File: config.mk
export PLATFORM = sky130hd
export DESIGN_NAME = weight_mem_ctrl
export DESIGN_NICKNAME = d
export VERILOG_FILES = /design/src/rtl/nn_mem_pkg.sv /design/src/rtl/weight_mem_ctrl_rr_arb2.sv /design/src/rtl/weight_mem_ctrl.sv
export SDC_FILE = /design/constraint.sdc
export NUM_CORES = 1
export LEC_CHECK = 0
export CAP_MARGIN = 40
export CORE_MARGIN = 10
export CORE_UTILIZATION = 38
export DETAILED_ROUTE_END_ITERATION = 6
export PLACE_DENSITY_LB_ADDON = 0.08
export SLEW_MARGIN = 15
export SYNTH_ARGS = -nofsm -noshare
export SYNTH_HDL_FRONTEND = slang
export SYNTH_HIERARCHICAL = 1
export SYNTH_SLANG_ARGS = --single-unit
File: constraint.sdc
create_clock -name clk_i -period 2 [get_ports clk_i]
set_clock_uncertainty 0.15 [all_clocks]
set_input_delay 0.2 -clock clk_i [delete_from_list [all_inputs] [get_ports clk_i]]
set_output_delay 0.2 -clock clk_i [all_outputs]
set_load 0.03 [all_outputs]
File: src/rtl/nn_mem_pkg.sv
// -----------------------------------------------------------------------------
// nn_mem_pkg
// Shared types and helpers for the neural-network weight memory controllers.
//   state_e   : burst controller FSM states
//   gnt_e     : which requester holds (or has priority for) the shared port
//   RD_IDX /
//   WR_IDX    : bit positions of the read and write requesters in req/gnt vectors
//   satLen()  : clamps a requested burst length to the memory depth
// -----------------------------------------------------------------------------
package nn_mem_pkg;

  typedef enum logic {
    IDLE  = 1'b0,
    BURST = 1'b1
  } state_e;

  typedef enum logic {
    GNT_RD = 1'b0,
    GNT_WR = 1'b1
  } gnt_e;

  localparam int unsigned RD_IDX = 0;
  localparam int unsigned WR_IDX = 1;

  // A burst can never usefully be longer than the memory itself, so any
  // larger request is clamped to one full pass over the array.
  function automatic int unsigned satLen(input int unsigned len,
                                         input int unsigned size);
    return (len > size) ? size : len;
  endfunction

endpackage

File: src/rtl/weight_mem_ctrl_rr_arb2.sv
// -----------------------------------------------------------------------------
// rr_arb2
// Two-requester round-robin arbiter with a registered priority pointer.
//   clk_i     : clock, rising edge
//   rst_ni    : asynchronous active-low reset (pointer returns to the reader)
//   req_i     : request vector, bit RD_IDX = reader, bit WR_IDX = writer
//   advance_i : when high, a grant made this cycle moves the pointer
//   gnt_o     : one-hot grant (or zero when nobody requests), combinational
// -----------------------------------------------------------------------------
module rr_arb2
  import nn_mem_pkg::*;
(
  input  logic       clk_i,
  input  logic       rst_ni,
  input  logic [1:0] req_i,
  input  logic       advance_i,
  output logic [1:0] gnt_o
);

  gnt_e prio_q;

  // A lone requester always wins; the pointer only matters on a tie.
  always_comb begin
    gnt_o = 2'b00;
    if (req_i[RD_IDX] && req_i[WR_IDX]) begin
      gnt_o = (prio_q == GNT_RD) ? 2'b01 : 2'b10;
    end else begin
      gnt_o = req_i;
    end
  end

  // After any grant the pointer favours the requester that did not win, which
  // makes continuous contention alternate strictly.
  always_ff @(posedge clk_i or negedge rst_ni) begin
    if (!rst_ni) begin
      prio_q <= GNT_RD;
    end else if (advance_i && (gnt_o != 2'b00)) begin
      prio_q <= gnt_o[RD_IDX] ? GNT_WR : GNT_RD;
    end
  end

endmodule

File: src/rtl/weight_mem_ctrl.sv
// -----------------------------------------------------------------------------
// weight_mem_ctrl
// Shares the single port of the weight memory between host writes and layer
// read bursts. The memory itself lives in the parent; this block drives its
// address, write-data and write-enable pins and registers the read data.
//   clk_i, rst_ni        : clock (rising edge), async active-low reset
//   wr_valid_i/addr/data : host write request; wr_ready_o accepts it (comb)
//   rd_start_i/base/len  : burst request (length saturates at SIZE)
//   rd_busy_o            : burst in progress
//   rd_data_o/valid_o    : registered burst data stream
//   rd_done_o            : one-cycle pulse with the final beat (or alone for len 0)
//   mem_addr/wdata/wr_en : memory pins (comb); mem_rdata_i is comb read data
// -----------------------------------------------------------------------------
module weight_mem_ctrl
  import nn_mem_pkg::*;
#(
  parameter  int unsigned WIDTH = 8,
  parameter  int unsigned SIZE  = 64,
  localparam int unsigned AW    = $clog2(SIZE)
) (
  input  logic             clk_i,
  input  logic             rst_ni,
  input  logic             wr_valid_i,
  input  logic [AW-1:0]    wr_addr_i,
  input  logic [WIDTH-1:0] wr_data_i,
  output logic             wr_ready_o,
  input  logic             rd_start_i,
  input  logic [AW-1:0]    rd_base_i,
  input  logic [AW:0]      rd_len_i,
  output logic             rd_busy_o,
  output logic [WIDTH-1:0] rd_data_o,
  output logic             rd_valid_o,
  output logic             rd_done_o,
  output logic [AW-1:0]    mem_addr_o,
  output logic [WIDTH-1:0] mem_wdata_o,
  output logic             mem_wr_en_o,
  input  logic [WIDTH-1:0] mem_rdata_i
);

  state_e           state_q;
  logic             ready_q;
  logic [AW-1:0]    addr_q;
  logic [AW-1:0]    addr_d;
  logic [AW:0]      remain_q;
  logic [AW:0]      len_d;
  logic [WIDTH-1:0] rdData_q;
  logic             rdValid_q;
  logic             rdDone_q;
  logic             inBurst;
  logic             readBeat;
  logic [1:0]       req;
  logic [1:0]       gnt;

  assign inBurst = (state_q == BURST);

  // The reader only competes for the port while a burst is running; in IDLE
  // the host owns the port outright.
  assign req = {wr_valid_i, inBurst};

  rr_arb2 u_arb (
    .clk_i     (clk_i),
    .rst_ni    (rst_ni),
    .req_i     (req),
    .advance_i (inBurst),
    .gnt_o     (gnt)
  );

  assign readBeat = inBurst && gnt[RD_IDX];

  // ready_q holds every host-visible output quiet until the first clock edge
  // after reset release has passed.
  assign wr_ready_o  = ready_q && (inBurst ? gnt[WR_IDX] : 1'b1);
  assign mem_wr_en_o = wr_valid_i && wr_ready_o;
  assign mem_addr_o  = !ready_q ? '0 : (readBeat ? addr_q : wr_addr_i);
  assign mem_wdata_o = ready_q ? wr_data_i : '0;

  // Explicit wrap so the burst address stays legal for non-power-of-two SIZE.
  assign addr_d = (addr_q == AW'(SIZE - 1)) ? '0 : addr_q + AW'(1);
  assign len_d  = (AW+1)'(satLen(32'(rd_len_i), SIZE));

  assign rd_busy_o  = inBurst;
  assign rd_data_o  = rdData_q;
  assign rd_valid_o = rdValid_q;
  assign rd_done_o  = rdDone_q;

  // Burst sequencer. A zero-length request never enters BURST and only
  // produces the done pulse; the final read beat returns straight to IDLE so a
  // new start is accepted in the same cycle its data appears.
  always_ff @(posedge clk_i or negedge rst_ni) begin
    if (!rst_ni) begin
      state_q   <= IDLE;
      ready_q   <= 1'b0;
      addr_q    <= '0;
      remain_q  <= '0;
      rdData_q  <= '0;
      rdValid_q <= 1'b0;
      rdDone_q  <= 1'b0;
    end else begin
      ready_q   <= 1'b1;
      rdValid_q <= 1'b0;
      rdDone_q  <= 1'b0;
      case (state_q)
        IDLE: begin
          if (ready_q && rd_start_i) begin
            addr_q   <= rd_base_i;
            remain_q <= len_d;
            if (len_d == '0) begin
              rdDone_q <= 1'b1;
            end else begin
              state_q <= BURST;
            end
          end
        end
        BURST: begin
          if (readBeat) begin
            rdData_q  <= mem_rdata_i;
            rdValid_q <= 1'b1;
            addr_q    <= addr_d;
            remain_q  <= remain_q - (AW+1)'(1);
            if (remain_q == (AW+1)'(1)) begin
              state_q  <= IDLE;
              rdDone_q <= 1'b1;
            end
          end
        end
        default: state_q <= IDLE;
      endcase
    end
  end

endmodule

==> metrics.txt, run 1 <==
Area Overhead vs Synth 60.9%; Clk network pwr share 0.121; DR vias/cell 5.11; average size of a mapped cell 8.31 µm²; kind of critical path reg2reg; per-cell routed wire length between 10 and 15 µm; placed cell count a little over 300; Post-Syn Area 0.00155 mm²; Yosys top cell by area dfrtp_1; WL final ~4600 µm; Mapped Nets around 230; die height 83.8 µm; Flop pwr share 0.268; H-tree levels 1; maxcap violations 0; TritonCTS clock tree yes; fraction of registers with async set/reset 1.00; reg2reg start remain_q[4]; number of clock sinks 26; Power Total around 3.7 mW; RSZ-0062 raised after global routing yes; outcome complete, but fails checks; Post-Layout Cell Count 309; Synth top area share 0.421; Setup crit end kind flop; Gate power share 0.611; Total Routing Usage GR 0.129; met3 WL 253 µm; CTS root buffer clkbuf_8; switch share 0.442; crit path DAT a little over 2 ns; drt drc 0; Hold Slack 0.139 ns; vias in the first global route roughly 1.5k; Power Internal around 2.1 mW; fin crit period approximately 2 ns; Max Root-Sink Buffers 2; Crit. Startpoint remain_q[4]; Final Hold Fails 0; crit-path max FO 2; violations in the final reports setup timing; PD cells about 1500 mW/mm²; I/O pins 66; part of the Yosys area used for sequential elements 0.421; Post-DP HPWL 3480 µm; setup_tns -0.00801 ns; # hold bufs at CTS 0; cts bufs inserted 3; final worst slack -0.00801 ns; post-synthesis register bit count 26; Worst Path Buf+Inv 0; Max stage delay on crit path about 0.4 ns; CP required 2.02 ns; maximum number of pins on one net before global-route repair 27; leakage 1.11 nW; core region area approximately 0.0040 mm²; Die Wd approximately 84 µm; DR vias between 1.5k and 2k; final setup vio count 1; Final nets 302; worst vdd ir between 0.7 and 0.8 mV; starting density of the core 0.389; Routed met1 length 2160 µm; reg-to-reg slack, setup -0.008 ns; initial antenna violation count 0; Slowest cell on crit path or3_4; IO buf count between 60 and 70; max-slew violation count 0; final period utilization 1.00; Routed Antenna Nets 0; final instance area around 0.0025 mm²; Max Clock Freq between 400 and 500 MHz; grt ovf 0; P_sw roughly 1.6 mW; Die ar. roughly 0.007 mm²; Yosys cell types 42; critical path's top delay family simple AND/OR/NAND/NOR gates; number of flops mapped to enable cells by yosys 0; Synth Warn # 6; ys flop type dfrtp_1; Worst-path clk slew around 0.09 ns; DR top layer met4; min-delay worst type in2async; gp weighted congestion approximately 0.80; top post-synthesis cells by area dfrtp_1, nand2_1, and2_1; Rows 23; first-pass GRT wire length between 7000 and 8000 µm; CP dominant cell by count or3_4; dpl cell area roughly 0.0023 mm²; layout cells sized above 1 0.166; clock latency on the worst-skew pair about 0.27 ns; initial drt markers 63; metal2 WL between 2000 and 2500 µm; WP depth 4; R2R depth 4; Cell Chain, Critical Path or3_4 -> or3_4 -> or3b_1 -> a22o_1; startpoint types flop; cell count after synthesis about 190; drt first pass iters 4; ANT cells 0
sequential cells by signal, summed over array words and instances (netlist names):
signal,flops
rd_done_o,1
rd_data_o,8
rd_busy_o,1
addr_q,6
rd_valid_o,1
remain_q,7
u_arb/prio_q,1
ready_q,1
logic make-up after synthesis:
| logic type | Yosys count | synth area share |
|---|---|---|
| AOI/OAI and AO/OA | 42 | 0.185 |
| adders and majority gates | 3 | 0.0243 |
| buffers and inverters | 17 | 0.0518 |
| DFF | 26 | 0.421 |
| muxes | 2 | 0.0130 |
| other | 1 | 0.00243 |
| and+or+nand+nor | 95 | 0.302 |
worst paths after layout:
check | to
min in group clk_i | rd_data_o[6]
setup / recovery | rd_busy_o
setup reg to reg | rd_busy_o
hold reg to reg | rd_data_o[7]
max in group asynchronous | rd_busy_o
hold / removal | rd_data_o[1]
cell type report:
cell class	instances	area [µm²]
Multi-Input combinational cell	143	871
Clock inverter	1	30.0
Inverter	6	26.3
Sequential cell	26	653
Fill cell	377	1490
Timing Repair Buffer	80	802
Tap cell	50	62.6
Clock buffer	3	41.3
power groups by stage:
stage	clock network (mW)	logic (mW)	registers, mW
after global routing	0.467	2.50	1.03
after detailed placement	0	2.15	0.994
after CTS	0.451	2.17	0.984
final	0.446	2.25	0.986
after floorplan	0	1.19	1.16
after global placement	0	2.13	0.989
synthesized netlist by cell type (all sizes together) (2+ instances only):
cell,number
or3b,2
and2,11
o32ai,2
nor3,5
nor2b,3
a21boi,8
mux2i,2
inv,6
buf,4
nor3b,4
nor4,2
nand3,7
o21ai,8
a211oi,3
clkbuf,7
ha,3
nand3b,2
nand2,50
or3,3
and3,2
a21oi,7
dfrtp,26
a31oi,3
o221ai,2
cells in the final DEF, fill, tap and decap left out, types with 4 or more instances in the layout:
| cell type | synthesis | final |
|---|---|---|
| clkdlybuf4s50_1 | 0 | 54 |
| nand2_1 | 50 | 47 |
| dfrtp_1 | 26 | 24 |
| buf_4 | 0 | 14 |
| and2_1 | 11 | 11 |
| o21ai_0 | 8 | 8 |
| nand3_1 | 7 | 7 |
| a21oi_1 | 7 | 7 |
| buf_6 | 2 | 7 |
| a21boi_2 | 0 | 6 |
| inv_1 | 6 | 5 |
| nor3_1 | 5 | 5 |
| nor3b_1 | 4 | 4 |
repair_timing:
item                                    CTS  global route
gates resized for setup                   2            15
pin swaps                                 0             8
buffers inserted                          0             2
endpoints found under the setup margin    7            15
worst register-to-register path: stages, from the launching register on:
cell	delay (ns)
dfrtp_1	0.39
or3_4	0.40
or3_4	0.34
or3b_1	0.39
a22o_1	0.24
routing by layer:
layer | track usage | up-vias
met4 | 0.0411 | 0
met3 | 0.0293 | 4
li1 | - | 799
met1 | 0.167 | 733
met2 | 0.204 | 42
met5 | 0 | -
through the flow:
stage | util | worst slack (ns)
final | 0.626 | -0.00801
after global routing | 0.626 | -0.0422
after CTS | 0.609 | 0.00780
after detailed placement | 0.589 | -0.0978
after global placement | 0.589 | -0.0734
after floorplan | - | -0.0170
Note: power is estimated with default switching activity, not from simulation.
==> inputs of run 2 (changes only) <==
Settings changed: ABC_AREA set to 1, CORE_UTILIZATION 38 to 39.
==> run 2 against run 1 <==
The flow now finishes without violations. Maximum frequency grew 6.1%. Worst hold slack lost 0.029 ns. Clock power shrank 2%. Global-route usage shrank 0.63 points. Sequential share of layout area grew 0.25 points. First-iteration DRC count shrank 19%. Final area shrank 0.96%. Sequential power shrank 3.3%. Via count grew 2.9%. Core utilization shrank 1.5 points. Critical endpoint is now rd_busy_o.
==> metrics.txt, run 2 <==
Rows 23; starting density of the core 0.404; fin crit period approximately 1.9 ns; CTS root buffer clkbuf_8; IO buf count between 60 and 70; number of clock sinks 26; average size of a mapped cell 7.27 µm²; PD cells between 1000 and 1500 mW/mm²; number of flip-flops in the largest register 8; cts bufs inserted 3; ANT cells 0; maximum number of pins on one net before global-route repair 16; Synth Warn # 6; Synth top area share 0.399; H-tree levels 1; first-pass GRT wire length roughly 7600 µm; Max Clock Freq between 500 and 600 MHz; worst vdd ir between 0.8 and 0.9 mV; commonest cells after routing, fill and taps aside nand2_1, clkdlybuf4s50_1, inv_1, dfrtp_1, buf_4; initial drt markers 51; core region area 0.00403 mm²; Worst-path clk slew ~0.09 ns; drt first pass iters 4; Final nets around 340; final period utilization 0.946; Routed Antenna Nets 0; Post-DP HPWL 3680 µm; Yosys top cell by area dfrtp_1; CP required ~1.7 ns; startpoint types flop; grt ovf 0; I/O pins 66; most common cell in the synthesized netlist nand2_1; gp weighted congestion 0.873; crit path DAT roughly 1.5 ns; initial antenna violation count 0; post-CTS setup buffer count 0; per-cell routed wire length about 13 µm; crit-path max FO 11; Fillers about 380; Yosys cell types 36; final worst slack approximately 0.11 ns; number of flops mapped to enable cells by yosys 0; Slew HR 0.659; post-synthesis register bit count 26; layout cells sized above 1 0.158; top post-synthesis cells by area dfrtp_1, nand2_1, inv_1; final setup vio count 0; Max Root-Sink Buffers 2; die height 84.6 µm; min-delay worst type in2async; Area Overhead vs Synth 51.2%; RSZ-0062 raised after global routing no; Final Hold Fails 0; cell count after synthesis between 200 and 250; ys flop type dfrtp_1; part of the Yosys area used for sequential elements 0.399; Mapped Nets 266; fraction of registers with async set/reset 1.00; Total Routing Usage GR 0.122; max-slew violation count 0; outcome finished, final reports clean; kind of critical path reg2out; WL final roughly 4500 µm; worst slew pin tran just over 0.5 ns; pre-CTS setup slack slightly above 0.03 ns; DR vias between 1.5k and 2k; Setup crit end kind output port; setup_tns 0 ns; Post-Syn Area ~0.0016 mm²; commonest non-fill, non-tap cell in the layout nand2_1; clock latency on the worst-skew pair between 0.2 and 0.3 ns; TritonCTS clock tree yes; DR vias/cell between 4 and 5; Die Wd 84.6 µm; top cells by count, synth nand2_1, dfrtp_1, inv_1; Die ar. roughly 0.0072 mm²; leakage between 1 and 1.5 nW; drt drc 0; maxcap violations 0; vias in the first global route about 1.6k
[run 2: cell count changes in the layout (fill, tap and decap cells not counted), moves of 4 or more]
cell,delta
nor2_1,+18
and2_1,-9
a21boi_2,-6
nor3b_1,-4
buf_6,-7
nor3_1,-5
o21ai_0,+5
nand2_1,+29
buf_4,+7
inv_1,+19
a21oi_2,+5
[run 2: kinds of logic after synthesis]
group           share of synthesized area
simple gates                        0.310
fa+ha+maj                          0.0230
compound gates                      0.151
xor+xnor                          0.00538
buf+inv                             0.109
flops                               0.399
other cells                       0.00230
[run 2: metrics by stage]
| step | util | cells | power [mW] | hold slack, ns | area [µm²] |
|---|---|---|---|---|---|
| finish | 0.611 | 348 | 3.59 | 0.111 | 2460 |
| floorplan | - | 224 | 2.43 | -0.246 | 1650 |
| global placement | 0.592 | 344 | 3.15 | 0.311 | 2380 |
| global route | 0.611 | 348 | 3.90 | 0.122 | 2460 |
| CTS | 0.610 | 348 | 3.63 | 0.127 | 2460 |
| detailed placement | 0.592 | 344 | 3.17 | 0.318 | 2380 |
[run 2: layout make-up]
class	instances	area [µm²]	area share
Tap cell	50	62.6	0.0254
Inverter	27	106	0.0432
Multi-Input combinational cell	162	821	0.333
Clock inverter	1	30.0	0.0122
Sequential cell	26	653	0.265
Clock buffer	3	41.3	0.0168
Timing Repair Buffer	79	748	0.304
[run 2: path summary, 6_finish.rpt]
path | from | end | slack (ns) | cells after the start
min | rst_ni | remain_q[0] | 0.11 | 1
max reg2reg | addr_q[0] | addr_q[5] | 0.37 | 6
min in group clk_i | mem_rdata_i[7] | rd_data_o[7] | 0.30 | 3
max in group asynchronous | rst_ni | ready_q | 1.07 | 2
max | rd_busy_o | rd_busy_o | 0.11 | 2
min reg2reg | rd_data_o[5] | rd_data_o[5] | 0.34 | 2
[run 2: metal layers]
metal,track usage,vias up,part of all wire
met5,0,-,0
met4,0.0210,0,0.0051
met3,0.0338,2,0.054
met2,0.209,36,0.49
met1,0.151,731,0.45
li1,-,855,-
[run 2: repair_timing]
item                                   CTS  global route
endpoints found under the hold margin    0             0
setup endpoints to repair                0            14
gates resized for setup                  0             4
hold buffers                             0             0
[run 2: power by group]
group	total (mW)	switching [mW]	internal [mW]	leakage, nW
clock network	0.437	0.169	0.268	0.0357
logic	2.20	1.29	0.907	0.890
registers	0.953	0.178	0.775	0.305
total	3.59	1.64	1.95	1.23
[run 2: critical path: stages, from the launching register on]
cell,delay (ns)
dfrtp_2,0.38
buf_4,0.20
clkdlybuf4s50_1,0.70
